## config.mk

```make
export PLATFORM = sky130hd
export DESIGN_NAME = rvfi_pc_order_check
export DESIGN_NICKNAME = d
export VERILOG_FILES = /design/src/rtl/rvfi_check_pkg.sv /design/src/rtl/rvfi_order_buffer.sv /design/src/rtl/rvfi_pc_order_check.sv
export SDC_FILE = /design/constraint.sdc
export NUM_CORES = 1
export LEC_CHECK = 0
export ABC_AREA = 0
export CORE_ASPECT_RATIO = 0.9
export CORE_MARGIN = 2
export CORE_UTILIZATION = 35
export CTS_CLUSTER_DIAMETER = 120
export DETAILED_ROUTE_END_ITERATION = 7
export PLACE_DENSITY = 0.55
export SLEW_MARGIN = 30
export SYNTH_ARGS = -nofsm -noshare
export SYNTH_HDL_FRONTEND = slang
export SYNTH_SLANG_ARGS = --single-unit
```

## constraint.sdc

```tcl
create_clock -name clock -period 18.05 [get_ports clock]
set_input_delay 3.61 -clock clock [delete_from_list [all_inputs] [get_ports clock]]
set_output_delay 3.61 -clock clock [all_outputs]
set_load 0.02 [all_outputs]
```

## src/rtl/rvfi_check_pkg.sv

```systemverilog
// Shared definitions for the rvfi_*_check family: error codes reported on
// fail_code and the helper that sizes the reorder-window index.
package rvfi_check_pkg;

  localparam int ORDER_W = 64;
  localparam int CODE_W  = 3;

  typedef enum logic [CODE_W-1:0] {
    ERR_NONE     = 3'd0,
    ERR_MISMATCH = 3'd1,
    ERR_DUP      = 3'd2,
    ERR_WINDOW   = 3'd3,
    ERR_ALIGN    = 3'd4
  } fail_code_t;

  // Bits needed to index a window of 'depth' slots (never below 1).
  function automatic int idx_width(input int depth);
    return (depth > 1) ? $clog2(depth) : 1;
  endfunction

endpackage

```

## src/rtl/rvfi_order_buffer.sv

```systemverilog
// Reorder window storage. Each slot holds one retired instruction, indexed by
// the low bits of its rvfi_order. The read side exposes up to NRET consecutive
// occupied slots starting at base_i; every exposed entry is freed at the next
// edge. occ_o reports occupancy with those entries already freed so that a
// slot drained and re-captured on the same edge is seen as available.
module rvfi_order_buffer
  import rvfi_check_pkg::*;
#(
  parameter  int XLEN  = 32,
  parameter  int NRET  = 1,
  parameter  int DEPTH = 8,
  localparam int IW    = idx_width(DEPTH)
) (
  input  logic                 clk_i,
  input  logic                 rst_ni,
  input  logic [IW-1:0]        base_i,
  input  logic [NRET-1:0]      we_i,
  input  logic [NRET*IW-1:0]   waddr_i,
  input  logic [NRET*XLEN-1:0] wpc_rdata_i,
  input  logic [NRET*XLEN-1:0] wpc_wdata_i,
  input  logic [NRET-1:0]      wintr_i,
  output logic [NRET-1:0]      rd_vld_o,
  output logic [NRET*XLEN-1:0] rd_pc_rdata_o,
  output logic [NRET*XLEN-1:0] rd_pc_wdata_o,
  output logic [NRET-1:0]      rd_intr_o,
  output logic [DEPTH-1:0]     occ_o
);

  logic [DEPTH-1:0] occ_q, occ_d;
  logic [DEPTH-1:0] free_mask;
  logic [DEPTH-1:0] intr_q;
  logic [XLEN-1:0]  rdata_q [DEPTH];
  logic [XLEN-1:0]  wdata_q [DEPTH];
  logic [IW-1:0]    rd_slot [NRET];
  logic             run;

  // In-order read chain: stop at the first empty slot after base_i.
  always_comb begin
    run           = 1'b1;
    free_mask     = '0;
    rd_vld_o      = '0;
    rd_pc_rdata_o = '0;
    rd_pc_wdata_o = '0;
    rd_intr_o     = '0;
    for (int k = 0; k < NRET; k++) begin
      rd_slot[k] = base_i + IW'(k);
      if (run && (k < DEPTH) && occ_q[rd_slot[k]]) begin
        rd_vld_o[k]                    = 1'b1;
        rd_pc_rdata_o[k*XLEN +: XLEN]  = rdata_q[rd_slot[k]];
        rd_pc_wdata_o[k*XLEN +: XLEN]  = wdata_q[rd_slot[k]];
        rd_intr_o[k]                   = intr_q[rd_slot[k]];
        free_mask[rd_slot[k]]          = 1'b1;
      end else begin
        run = 1'b0;
      end
    end
  end

  assign occ_o = occ_q & ~free_mask;

  // Next occupancy: drained slots freed first, then new captures set.
  always_comb begin
    occ_d = occ_o;
    for (int i = 0; i < NRET; i++) begin
      if (we_i[i]) begin
        occ_d[waddr_i[i*IW +: IW]] = 1'b1;
      end
    end
  end

  // Occupancy bits clear asynchronously so stale entries are never drained.
  always_ff @(posedge clk_i or negedge rst_ni) begin
    if (!rst_ni) begin
      occ_q <= '0;
    end else begin
      occ_q <= occ_d;
    end
  end

  // Payload storage; contents are only meaningful while the slot is occupied.
  always_ff @(posedge clk_i) begin
    for (int i = 0; i < NRET; i++) begin
      if (we_i[i]) begin
        rdata_q[waddr_i[i*IW +: IW]] <= wpc_rdata_i[i*XLEN +: XLEN];
        wdata_q[waddr_i[i*IW +: IW]] <= wpc_wdata_i[i*XLEN +: XLEN];
        intr_q[waddr_i[i*IW +: IW]]  <= wintr_i[i];
      end
    end
  end

endmodule

```

## src/rtl/rvfi_pc_order_check.sv

```systemverilog
// PC-continuity checker for an RVFI trace whose NRET channels may retire out
// of order inside a DEPTH-instruction window. Retirements are parked in the
// order buffer, drained strictly by rvfi_order, and each drained pc_rdata is
// compared with the pc_wdata of the instruction before it. The first error is
// latched on fail/fail_code/fail_order until reset.
module rvfi_pc_order_check
  import rvfi_check_pkg::*;
#(
  parameter int XLEN   = 32,
  parameter int NRET   = 1,
  parameter int DEPTH  = 8,
  parameter int IALIGN = 32
) (
  input  logic                     clock,
  input  logic                     reset,
  input  logic                     enable,
  input  logic [NRET-1:0]          rvfi_valid,
  input  logic [NRET*64-1:0]       rvfi_order,
  input  logic [NRET*XLEN-1:0]     rvfi_pc_rdata,
  input  logic [NRET*XLEN-1:0]     rvfi_pc_wdata,
  input  logic [NRET-1:0]          rvfi_intr,
  output logic                     fail,
  output logic [2:0]               fail_code,
  output logic [63:0]              fail_order,
  output logic [31:0]              checked_cnt,
  output logic [$clog2(DEPTH):0]   pending
);

  localparam int IW = idx_width(DEPTH);
  localparam int PW = IW + 1;

  // Misaligned target PC for the configured instruction alignment.
  function automatic logic misaligned(input logic [XLEN-1:0] pc);
    return (IALIGN == 16) ? pc[0] : (pc[1:0] != 2'b00);
  endfunction

  logic [63:0]      exp_order_q, exp_order_d;
  logic [XLEN-1:0]  last_wdata_q, last_wdata_d;
  logic             have_prev_q, have_prev_d;
  logic             fail_q, fail_d;
  fail_code_t       code_q, code_d;
  logic [63:0]      ford_q, ford_d;
  logic [31:0]      cnt_q, cnt_d;
  logic [PW-1:0]    pend_q, pend_d;

  logic [NRET-1:0]      we;
  logic [NRET*IW-1:0]   waddr;
  logic [NRET-1:0]      rd_vld;
  logic [NRET*XLEN-1:0] rd_pc_rdata;
  logic [NRET*XLEN-1:0] rd_pc_wdata;
  logic [NRET-1:0]      rd_intr;
  logic [DEPTH-1:0]     occ_avail;

  logic [63:0]      ch_order [NRET];
  logic [IW-1:0]    ch_slot  [NRET];
  fail_code_t       ch_code  [NRET];
  logic [NRET-1:0]  ch_dup;
  logic [NRET-1:0]  ch_beyond;

  logic [PW-1:0]    n_drain, n_cap;
  logic             drn_err, cap_err, err_now;
  logic [63:0]      drn_order, cap_order, err_order;
  fail_code_t       cap_code, err_code;

  rvfi_order_buffer #(
    .XLEN  (XLEN),
    .NRET  (NRET),
    .DEPTH (DEPTH)
  ) u_buf (
    .clk_i         (clock),
    .rst_ni        (reset),
    .base_i        (exp_order_q[IW-1:0]),
    .we_i          (we),
    .waddr_i       (waddr),
    .wpc_rdata_i   (rvfi_pc_rdata),
    .wpc_wdata_i   (rvfi_pc_wdata),
    .wintr_i       (rvfi_intr),
    .rd_vld_o      (rd_vld),
    .rd_pc_rdata_o (rd_pc_rdata),
    .rd_pc_wdata_o (rd_pc_wdata),
    .rd_intr_o     (rd_intr),
    .occ_o         (occ_avail)
  );

  // Drain: walk the in-order chain, check continuity, advance the window.
  always_comb begin
    last_wdata_d = last_wdata_q;
    have_prev_d  = have_prev_q;
    n_drain      = '0;
    drn_err      = 1'b0;
    drn_order    = '0;
    for (int k = 0; k < NRET; k++) begin
      if (rd_vld[k]) begin
        if (have_prev_d && !rd_intr[k] && !drn_err &&
            (rd_pc_rdata[k*XLEN +: XLEN] != last_wdata_d)) begin
          drn_err   = 1'b1;
          drn_order = exp_order_q + 64'(k);
        end
        last_wdata_d = rd_pc_wdata[k*XLEN +: XLEN];
        have_prev_d  = 1'b1;
        n_drain      = n_drain + PW'(1);
      end
    end
    exp_order_d = exp_order_q + 64'(n_drain);
  end

  // Split the flat channel buses into per-channel order and slot index.
  always_comb begin
    for (int i = 0; i < NRET; i++) begin
      ch_order[i] = rvfi_order[i*64 +: 64];
      ch_slot[i]  = rvfi_order[i*64 +: IW];
    end
  end

  // Capture: classify each channel against the post-drain window and occupancy.
  always_comb begin
    we        = '0;
    waddr     = '0;
    ch_dup    = '0;
    ch_beyond = '0;
    n_cap     = '0;
    cap_err   = 1'b0;
    cap_code  = ERR_NONE;
    cap_order = '0;
    for (int i = 0; i < NRET; i++) begin
      ch_code[i] = ERR_NONE;
      waddr[i*IW +: IW] = ch_slot[i];
      ch_dup[i] = (ch_order[i] < exp_order_d) || occ_avail[ch_slot[i]];
      for (int j = 0; j < i; j++) begin
        if ((rvfi_valid[j] && (ch_order[j] == ch_order[i])) ||
            (we[j] && (ch_slot[j] == ch_slot[i]))) begin
          ch_dup[i] = 1'b1;
        end
      end
      ch_beyond[i] = ({1'b0, ch_order[i]} >= ({1'b0, exp_order_d} + 65'(DEPTH)));
      if (rvfi_valid[i]) begin
        if (ch_dup[i]) begin
          ch_code[i] = ERR_DUP;
        end else if (ch_beyond[i]) begin
          ch_code[i] = ERR_WINDOW;
        end else begin
          we[i] = 1'b1;
          n_cap = n_cap + PW'(1);
          if (misaligned(rvfi_pc_wdata[i*XLEN +: XLEN])) begin
            ch_code[i] = ERR_ALIGN;
          end
        end
        if ((ch_code[i] != ERR_NONE) && !cap_err) begin
          cap_err   = 1'b1;
          cap_code  = ch_code[i];
          cap_order = ch_order[i];
        end
      end
    end
  end

  // Error arbitration and counters: capture errors outrank drain errors.
  always_comb begin
    err_now   = cap_err || drn_err;
    err_code  = cap_err ? cap_code : ERR_MISMATCH;
    err_order = cap_err ? cap_order : drn_order;
    fail_d    = fail_q;
    code_d    = code_q;
    ford_d    = ford_q;
    if (enable && !fail_q && err_now) begin
      fail_d = 1'b1;
      code_d = err_code;
      ford_d = err_order;
    end
    cnt_d  = cnt_q + 32'(n_drain);
    pend_d = pend_q + n_cap - n_drain;
  end

  // Control and reporting state, cleared asynchronously.
  always_ff @(posedge clock or negedge reset) begin
    if (!reset) begin
      exp_order_q <= '0;
      have_prev_q <= 1'b0;
      fail_q      <= 1'b0;
      code_q      <= ERR_NONE;
      ford_q      <= '0;
      cnt_q       <= '0;
      pend_q      <= '0;
    end else begin
      exp_order_q <= exp_order_d;
      have_prev_q <= have_prev_d;
      fail_q      <= fail_d;
      code_q      <= code_d;
      ford_q      <= ford_d;
      cnt_q       <= cnt_d;
      pend_q      <= pend_d;
    end
  end

  // Last drained target PC; only consulted once have_prev is set.
  always_ff @(posedge clock) begin
    last_wdata_q <= last_wdata_d;
  end

`ifdef FORMAL
  // No error may be observed while checking is armed.
  always_ff @(posedge clock) begin
    if (reset) begin
      assert (!(enable && err_now));
    end
  end
`endif

  assign fail        = fail_q;
  assign fail_code   = code_q;
  assign fail_order  = ford_q;
  assign checked_cnt = cnt_q;
  assign pending     = pend_q;

endmodule

```

== Yosys cells after proc, flatten, opt, wreduce, memory -nomap -nowiden ==
Memories as Yosys holds them, arrays and structs flattened. A register that Yosys moved wholly into a read port is not among the register bits.
Cells that the tools add are included.
Word-level totals
  bits in registers: 185
  bits in writable memories: 512
  logic and storage cells: 80
  memories kept: 2
Memories
  u_buf.rdata_q: depth 8, width 32, read ports 1, clocked after Yosys merged registers in 0, write ports 1, line rvfi_order_buffer.sv:32  | logic [XLEN-1:0] rdata_q [DEPTH];
  u_buf.wdata_q: depth 8, width 32, read ports 1, clocked after Yosys merged registers in 1, write ports 1, line rvfi_order_buffer.sv:33  | logic [XLEN-1:0] wdata_q [DEPTH];
Cells by class
  add/subtract/negate cells: 5
  order comparisons: 6
  equal/unequal tests: 1
  muxes and demuxes: 41
  bitwise logic cells: 3
  reduce and logical (&&, ||, !) cells: 13
Operators with widths (number)
  64-bit two-way mux: 5
  64-bit by 4-bit adder with 65-bit output, second input constant: 1
  64-bit by 65-bit greater-or-equal comparator with 1-bit output: 1
  64-bit by 4-bit adder with 64-bit output: 1
  64-bit less-than comparator: 1
  32-bit by 4-bit adder with 32-bit output: 1
  32-bit two-way mux: 1
  32-bit != test: 1
  3-bit two-way mux: 7
  1-bit two-way mux: 20
  8-bit two-way mux: 2
  1-bit binary-select mux with 3-bit select: 3
  8-bit bitwise AND: 1
  8-bit bitwise mux: 1
  3-bit by 4-bit less-than comparator with 1-bit output, second input constant: 2
  8-bit NOT: 1
  8-bit bitwise OR: 1
  1-bit demux with 3-bit select: 2
  3-bit by 1-bit greater-or-equal comparator with 1-bit output, second input constant: 2
  1-bit logical AND: 6
  4-bit adder: 1
  4-bit subtractor: 1
  1-bit logical NOT: 3
  3-bit nonzero test: 1
  2 further kinds: 3

== Longest topological paths before layout ==
Gate-level depths: netlist of run 1.
  depth after elaboration: 17
  mapped depth: 40
  mapped depth without buffers: 32

== Modules after synthesis ==
A second synthesis of run 1 with hierarchy kept.
Unflattened totals
  cells, all modules: 2386
  area, all modules: 33009.2 um^2
By module, submodules not included
  rvfi_order_buffer: times used 1, cells each 967, area an instance 18963.2 um^2, seq. area each 15815.2 um^2
  rvfi_pc_order_check: times used 1, cells each 1419, area an instance 14046.0 um^2, seq. area each 5190.0 um^2

== Worst setup path after synthesis of run 1 ==
Ideal clock, no wire load.
  path kind: reg2reg
  start point: reg exp_order_q[1]
  end point: reg u_buf.intr_q[0] (enable)
  library setup time: 0.648 ns
  arrival time: 14.429 ns
  required time: 17.402 ns
  path slack: 2.972 ns
  cell stages (with the launch flop): 36
  buffers on the path: 8
  clock period less this slack: 15.078 ns
  cells stage by stage: dfrtp_1 buf_2 buf_2 buf_2 mux4_2 mux2i_1 inv_1 clkbuf_1 clkbuf_1 ha_1 ha_1 buf_2 nand4_4 or4_1 buf_2 or3_4 xnor2_2 inv_2 nor4_2 nand4b_1 or4_1 nor2_1 nand3_1 xnor2_1 ha_1 nand4_1 or3_1 or4_1 o32ai_1 o311ai_0 o2111ai_1 o21a_1 a21oi_1 nand2_1 clkbuf_1 nor4_1
Between the ends
  elaborated cells between the ends (all ways): 22
  classes of those cells: add/sub (2); order compare (4); mux (12); bitwise (2); reduce/logical (2)
RTL lines
  from (decl): line rvfi_pc_order_check.sv:37  | logic [63:0] exp_order_q, exp_order_d;
  from (signal assigned): line rvfi_pc_order_check.sv:185  | exp_order_q <= exp_order_d;
  1-bit binary-select mux with 3-bit select *: line rvfi_order_buffer.sv:47  | if (run && (k < DEPTH) && occ_q[rd_slot[k]]) begin
  1-bit two-way mux (implied by the code) *: line rvfi_order_buffer.sv:47
  1-bit two-way mux *: line rvfi_order_buffer.sv:47
  net rd_vld: line rvfi_pc_order_check.sv:48  | logic [NRET-1:0] rd_vld;
  1-bit two-way mux *: line rvfi_pc_order_check.sv:93  | if (rd_vld[k]) begin
  64-bit by 4-bit adder with 64-bit output *: line rvfi_pc_order_check.sv:104  | exp_order_d = exp_order_q + 64'(n_drain);
  net exp_order_d[34]: line rvfi_pc_order_check.sv:37
  64-bit by 4-bit adder with 65-bit output: line rvfi_pc_order_check.sv:135  | ch_beyond[i] = ({1'b0, ch_order[i]} >= ({1'b0, exp_order_d} + 65'(DEPTH)));
  64-bit by 65-bit greater-or-equal comparator with 1-bit output: line rvfi_pc_order_check.sv:135
  1-bit two-way mux: line rvfi_pc_order_check.sv:139  | end else if (ch_beyond[i]) begin
  1-bit two-way mux *: line rvfi_pc_order_check.sv:137  | if (ch_dup[i]) begin
  1-bit two-way mux *: line rvfi_pc_order_check.sv:136  | if (rvfi_valid[i]) begin
  to (signal, indexed assignment): line rvfi_order_buffer.sv:86  | intr_q[waddr_i[i*IW +: IW]] <= wintr_i[i];
  to (decl): line rvfi_order_buffer.sv:31  | logic [DEPTH-1:0] intr_q;
The timed path passes the listed nets; every way through them passes the cells marked *. The select of a mux whose other input is x is not followed.
A chain may end at the register's enable or synchronous reset.

== Worst setup path after layout of run 1 ==
  start point: reg exp_order_q[1]
  end point: mem u_buf.rdata_q[0][12] (enable)
Between the ends
  elaborated cells between the ends (all ways): 24
  classes of those cells: add/sub (2); order compare (4); mux (14); bitwise (2); reduce/logical (2)
RTL lines
  1-bit binary-select mux with 3-bit select: line rvfi_order_buffer.sv:47
  1-bit two-way mux (implied by the code): line rvfi_order_buffer.sv:47
  1-bit two-way mux: line rvfi_order_buffer.sv:47
  1-bit two-way mux: line rvfi_pc_order_check.sv:93
  64-bit by 4-bit adder with 64-bit output *: line rvfi_pc_order_check.sv:104
  net exp_order_d[20]: line rvfi_pc_order_check.sv:37
  64-bit by 4-bit adder with 65-bit output: line rvfi_pc_order_check.sv:135
  64-bit by 65-bit greater-or-equal comparator with 1-bit output: line rvfi_pc_order_check.sv:135
  1-bit two-way mux: line rvfi_pc_order_check.sv:139
  1-bit two-way mux *: line rvfi_pc_order_check.sv:137
  1-bit two-way mux *: line rvfi_pc_order_check.sv:136
  1-bit two-way mux *: line rvfi_order_buffer.sv:83  | if (we_i[i]) begin
  1-bit two-way mux (implied by the code) *: line rvfi_order_buffer.sv:84  | rdata_q[waddr_i[i*IW +: IW]] <= wpc_rdata_i[i*XLEN +: XLEN];
  to (decl): line rvfi_order_buffer.sv:32
Marks and branches as above.

==> results of run 1 <==
==> layer usage <==
layer  vias up  share of wire  track usage
met5         -        0.00018            0
met4         4          0.017       0.0435
met3       116          0.055       0.0326
met2       724           0.48        0.331
met1     11600           0.44        0.271
li1      10300              -            -
==> cells by family after synthesis <==
| family | share of synthesized area |
|---|---|
| AO/OA/AOI/OAI | 0.118 |
| XOR/XNOR | 0.0378 |
| adder cells (fa/ha/maj) | 0.0502 |
| buffers and inverters | 0.0299 |
| flip-flops | 0.622 |
| multiplexers | 0.0341 |
| AND/OR/NAND/NOR | 0.108 |
==> power breakdown <==
group	total (mW)	switching [mW]	internal, mW
sequential	2.03	0.112	1.92
clock	1.61	0.688	0.918
combinational	1.16	0.704	0.452
total	4.79	1.50	3.29
==> worst max path at each step <==
stage                               from              endpoint  slack [ns]  cells past startpoint
after floorplan           exp_order_q[1]       u_buf.intr_q[0]        2.97                     35
after global placement    exp_order_q[1]  u_buf.wdata_q[0][11]        6.72                     31
after detailed placement  exp_order_q[1]   u_buf.wdata_q[0][2]        6.55                     31
after CTS                 exp_order_q[1]  u_buf.rdata_q[0][12]        6.51                     31
after global routing      exp_order_q[1]  u_buf.wdata_q[0][31]        5.74                     31
final                     exp_order_q[1]  u_buf.rdata_q[0][12]        6.46                     31
==> cell type report <==
cell class | instances | area [um^2] | share of cell area
tap | 1265 | 1580 | 0.0395
sequential | 729 | 21000 | 0.524
inverter | 90 | 338 | 0.00843
clock inverter | 44 | 463 | 0.0116
timing repair buffer | 277 | 2670 | 0.0667
antenna | 1 | 2.50 | 0.0000625
clock buffer | 102 | 2130 | 0.0533
multi-input combinational | 1539 | 11900 | 0.296
==> sequential cells by signal (all words and copies together) (netlist names) <==
signal / cells
u_buf.rdata_q: 256
checked_cnt: 32
u_buf.intr_q: 8
u_buf.occ_q: 8
pending: 4
fail: 1
last_wdata_q: 32
have_prev_q: 1
fail_code: 3
u_buf.wdata_q: 256
fail_order: 64
exp_order_q: 64
==> stage by stage <==
step	total power [mW]	hold WS (ns)
2_1_floorplan	2.74	0.434
3_3_place_gp	3.20	0.464
3_5_place_dp	3.22	0.474
4_1_cts	4.84	0.485
5_1_grt	5.00	0.503
6_report	4.79	0.480
==> Yosys cell counts, drive strengths merged, types with 25 or more instances <==
cell type,instances,share of area
ha,134,0.050
inv,89,0.0099
mux2i,34,0.010
xor2,37,0.0096
o21ai,63,0.0094
nor4,34,0.0070
clkbuf,71,0.0080
nand3,53,0.0079
a41oi,25,0.0065
xnor2,108,0.028
dfrtp,177,0.13
nor2,104,0.012
a221o,71,0.021
edfxtp,552,0.49
nand4,80,0.016
nor3,45,0.0068
nand2,114,0.013
a22oi,138,0.031
mux4,27,0.018
and3,84,0.016
a21oi,56,0.0083
buf,67,0.012
==> worst reg2reg max path, delay by kind of cell (launching register included) <==
kind            cells  cell delay [ns]
compound gates      5             1.23
flops               1             0.62
buf+inv             6             2.45
simple gates       13             4.98
xor+xnor            2             0.38
fa+ha+maj           3             1.12
mux                 2             0.44
==> flow_summary.json, run 1 <==
{
  "hold_path_end": "checked_cnt[31]",
  "synthArstFlopShare": 0.243,
  "grt_pass1_wl_um": 149000,
  "overflow": 0,
  "hold_depth": 1,
  "cts_resized": 0,
  "htreeDepth": 3,
  "clkSlewWorstSetupHoldPaths_ns": 0.05,
  "synthCells": 2496,
  "layout-drive-gt1-share": 0.0910,
  "maxCapViolations": 0,
  "vias_per_cell": 5.63,
  "critical_path_required_ns": 18.31,
  "synth_edf_count": 552,
  "synth-seq-area-share": 0.622,
  "final_common_cell": "edfxtp_1",
  "skew_ns": 0.0487,
  "p_leak_nw": 14.0,
  "dr.first_iter.drc_count": 1802,
  "max_freq_ghz": 0.0863,
  "cp_slowest_cell": "or4_1",
  "gp_congestion": 0.917,
  "initial_core_util": 0.352,
  "crit_type": "reg -> reg",
  "drtPass1Iterations": 6,
  "antenna_found_initial": 4,
  "vdd_drop_max_mv": 0.0958,
  "setup_ws_ns": 6.46,
  "antenna_left": 0,
  "pwr_density_cell_nw_per_um2": 120,
  "ys_warn_count": 0,
  "numPortBuffers": 236,
  "place_ws_ns": 6.55,
  "fp.dieH_um": 299,
  "crit_path_end_kind": "flip-flop",
  "crit_path_max_fanout": 56,
  "cts_sinks": 729,
  "num_vias": 22800,
  "wl_per_cell_um": 24.5,
  "grt_max_degree": 68,
  "place_hpwl_um": 65300,
  "finalHoldViolations": 0,
  "syn_to_final_growth_pct": 18.6,
  "rr_endpoint": "u_buf.rdata_q[0][12]",
  "fillers": 8764,
  "ff2ff_setup_slack_ns": 6.46,
  "core.rowCount": 108,
  "cts_setup_buffers": 0,
  "hold_buffers": 0,
  "post-route-period-util": 0.642,
  "crit_top_cell": "buf_4",
  "mappedNetlistArea_um2": 33800,
  "ys.flop_type": "edfxtp_1",
  "outcome": "finished, final reports clean",
  "final_cell_mix": "552 x edfxtp_1, 235 x clkdlybuf4s50_1, 174 x dfrtp_1",
  "boundaryPins": 237,
  "finalInstanceArea_um2": 40100,
  "clk_latency_ns": 0.67,
  "grt_pass1_vias": 23000,
  "drc": 0,
  "cts_made_buffers": 80,
  "clock_path_buffers": 3,
  "max_stage_delay_ns": 0.91,
  "cts_tree": "done",
  "crit_family": "simple AND/OR/NAND/NOR gates",
  "drv_slew": 0,
  "dp_cells": 3900,
  "rsz0062_at_grt": "false",
  "grt_use_total": 0.198,
  "startpoint_type": "flip-flop",
  "setup_viol": 0,
  "r2r_start": "exp_order_q[1]",
  "core_area_um2": 96100,
  "fin_crit_ns": 11.59,
  "final_core_util": 0.417,
  "worst_slew_pin_slew_ns": 0.987,
  "hp-class": "reg -> reg",
  "final_nets": 2985,
  "die_area_um2": 99000,
  "worst_hold_startpoint": "checked_cnt[31]",
  "r2r_cells": 31,
  "ys_seq_elements": 729,
  "syn_nets": 2764,
  "syn_area_per_cell_um2": 13.5,
  "fin_tns_setup_ns": 0,
  "die_w_um": 331,
  "maxSlewHeadroom": 0.340,
  "post_dp_cell_area_um2": 37500,
  "worstPathBufferInverterCount": 6,
  "synth.distinct_cells": 89,
  "root_buffer": "clkbuf_16",
  "wirelength_um": 99100,
  "worst_ep_arrival_time_ns": 11.85,
  "final_cells": 4047
}
Power figures use the tool's default switching activity.
==> run 2, diff against run 1 <==
--- a/config.mk
+++ b/config.mk
@@ -11,7 +11,7 @@
 export CORE_UTILIZATION = 35
 export CTS_CLUSTER_DIAMETER = 120
 export DETAILED_ROUTE_END_ITERATION = 7
-export PLACE_DENSITY = 0.55
+export PLACE_DENSITY = 0.57
 export SLEW_MARGIN = 30
 export SYNTH_ARGS = -nofsm -noshare
 export SYNTH_HDL_FRONTEND = slang
==> constraint.sdc (replaced) <==
create_clock -name clock -period 10.3 [get_ports clock]
set_input_delay 2.06 -clock clock [delete_from_list [all_inputs] [get_ports clock]]
set_output_delay 2.06 -clock clock [all_outputs]
set_load 0.02 [all_outputs]
==> run 2 against run 1 <==
  * Sequential cell count is the same
  * Non-clock buffer count is 1 higher
  * Via count up 1.5%
  * Critical endpoint is now pending[3]
  * First-iteration DRC count is 25% higher
  * Critical path depth increased by 2
  * Die area is the same
  * Fmax increased by 19%
==> flow_summary.json, run 2 (synthesis results as in run 1) <==
{
  "initial_core_util": 0.352,
  "drv_slew": 0,
  "maxSlewHeadroom": 0.338,
  "crit_path_end_kind": "flip-flop",
  "post-route-period-util": 0.942,
  "max_freq_ghz": 0.103,
  "core_area_um2": 96100,
  "finalHoldViolations": 0,
  "internal-power_mw": 5.74,
  "dp_cells": 3898,
  "cts_sinks": 729,
  "fp.dieH_um": 299,
  "antenna_found_initial": 5,
  "clock_path_buffers": 3,
  "switching_power_mw": 2.68,
  "sw_frac_of_total": 0.319,
  "clk_latency_ns": 0.66,
  "root_buffer": "clkbuf_16",
  "r2r_start": "exp_order_q[0]",
  "gp_congestion": 0.924,
  "final_cells": 4048,
  "place_hpwl_um": 64800,
  "comb_power_share": 0.248,
  "vias_per_cell": 5.71,
  "wl_per_cell_um": 24.8,
  "final_common_cell": "edfxtp_1",
  "post_dp_cell_area_um2": 37500,
  "num_vias": 23100,
  "pwr-share-clk": 0.335,
  "final_nets": 2988,
  "worst_hold_startpoint": "have_prev_q",
  "cts_made_buffers": 81,
  "worst_slew_pin_slew_ns": 0.985,
  "crit_path_max_fanout": 16,
  "core.rowCount": 108,
  "grt_pass1_wl_um": 150000,
  "hp-class": "reg -> reg",
  "drc": 0,
  "wl_met1_um": 44100,
  "boundaryPins": 237,
  "htreeDepth": 3,
  "crit_top_cell": "ha_1",
  "pwr-share-seq": 0.417,
  "drtPass1Iterations": 5,
  "dr.max_layer_used": "met5",
  "critical_path_required_ns": 10.87,
  "critical_path.startpoint": "exp_order_q[0]",
  "numPortBuffers": 236,
  "fin_crit_ns": 9.70,
  "startpoint_type": "flip-flop",
  "setup_viol": 0,
  "syn_to_final_growth_pct": 18.9,
  "rsz0062_at_grt": "false",
  "outcome": "finished, final reports clean",
  "maxCapViolations": 0,
  "wirelength_um": 101000,
  "finalInstanceArea_um2": 40100,
  "worst_ep_arrival_time_ns": 10.27,
  "layout-drive-gt1-share": 0.0928,
  "vdd_drop_max_mv": 0.182,
  "grt_max_degree": 115,
  "fillers": 8796,
  "dr.first_iter.drc_count": 2255,
  "clkSlewWorstSetupHoldPaths_ns": 0.06,
  "max_stage_delay_ns": 0.72,
  "die_w_um": 331,
  "p_leak_nw": 14.0,
  "antenna_left": 0,
  "cts_tree": "done",
  "overflow": 0,
  "final_cell_mix": "552 x edfxtp_1, 235 x clkdlybuf4s50_1, 174 x dfrtp_1",
  "skew_ns": 0.0339,
  "wl_met2_um": 48000,
  "die_area_um2": 99000,
  "grt_use_total": 0.199,
  "grt_pass1_vias": 22900,
  "met3_length_um": 5990,
  "cp_slowest_cell": "or4_1",
  "pwr_density_cell_nw_per_um2": 210,
  "crit_type": "reg -> reg",
  "fin_tns_setup_ns": 0
}
run 2: cell types whose count changed in the layout (fill, tap and decap cells not counted), moves of 3 or more:
| cell | change |
|---|---|
| buf_6 | +8 |
| buf_4 | -7 |
| clkinv_1 | -5 |
| clkinv_2 | +4 |
| nor3_2 | -4 |
| nor3_4 | +4 |
| clkbuf_8 | -3 |
run 2: what timing repair did:
action / CTS / global route
resized for setup: 0 / 1
endpoints found under the setup margin: 0 / 58
hold buffers: 0 / 0
setup buffers: 0 / 3
run 2: layout make-up:
type,instances,area [um^2],area share
sequential,729,21000,0.523
timing repair buffer,278,2720,0.0678
clock inverter,43,444,0.0111
multi-input combinational,1540,11900,0.297
inverter,90,338,0.00842
clock buffer,101,2130,0.0531
antenna,2,5.00,0.000125
tap,1265,1580,0.0394
run 2: power groups by stage:
stage	Clock (mW)	Combinational, mW	Sequential [mW]
after floorplan	0	1.23	3.57
after global placement	0	2.08	3.57
after detailed placement	0	2.10	3.58
after CTS	2.89	2.11	3.52
after global routing	3.01	2.26	3.54
final	2.82	2.09	3.52
run 2: path summary, 6_finish.rpt:
check	end	slack (ns)	depth (start not counted)
worst max-delay path	pending[3]	0.60	33
worst min-delay path	have_prev_q	0.48	1
worst max register to register	pending[3]	0.60	33
worst min register to register	have_prev_q	0.48	1
max in group asynchronous	fail_order[24]	7.51	2
min in group asynchronous	checked_cnt[28]	1.42	1
run 2: critical path, delay by kind of cell (launching register included):
| kind | cells | cell delay (ns) |
|---|---|---|
| multiplexers | 2 | 0.45 |
| adder cells (fa/ha/maj) | 5 | 1.59 |
| XOR/XNOR | 3 | 0.52 |
| AND/OR/NAND/NOR | 12 | 4.67 |
| AO/OA/AOI/OAI | 7 | 1.23 |
| flip-flops | 1 | 0.54 |
| buffers and inverters | 4 | 0.60 |
run 2: layer usage:
layer | GRT usage | up-vias
li1 | - | 10300
met1 | 0.274 | 11800
met2 | 0.329 | 813
met3 | 0.0326 | 157
met4 | 0.0529 | 6
met5 | 0 | -
run 2: metrics by stage:
step / total power, mW / util / worst slack, ns / hold slack (ns)
finish: 8.43 / 0.418 / 0.595 / 0.482
global route: 8.80 / 0.418 / 0.0709 / 0.505
CTS: 8.52 / 0.417 / 0.570 / 0.485
detailed placement: 5.68 / 0.391 / 0.606 / 0.472
global placement: 5.65 / 0.390 / 0.380 / 0.464
floorplan: 4.80 / - / 0.0271 / 0.434
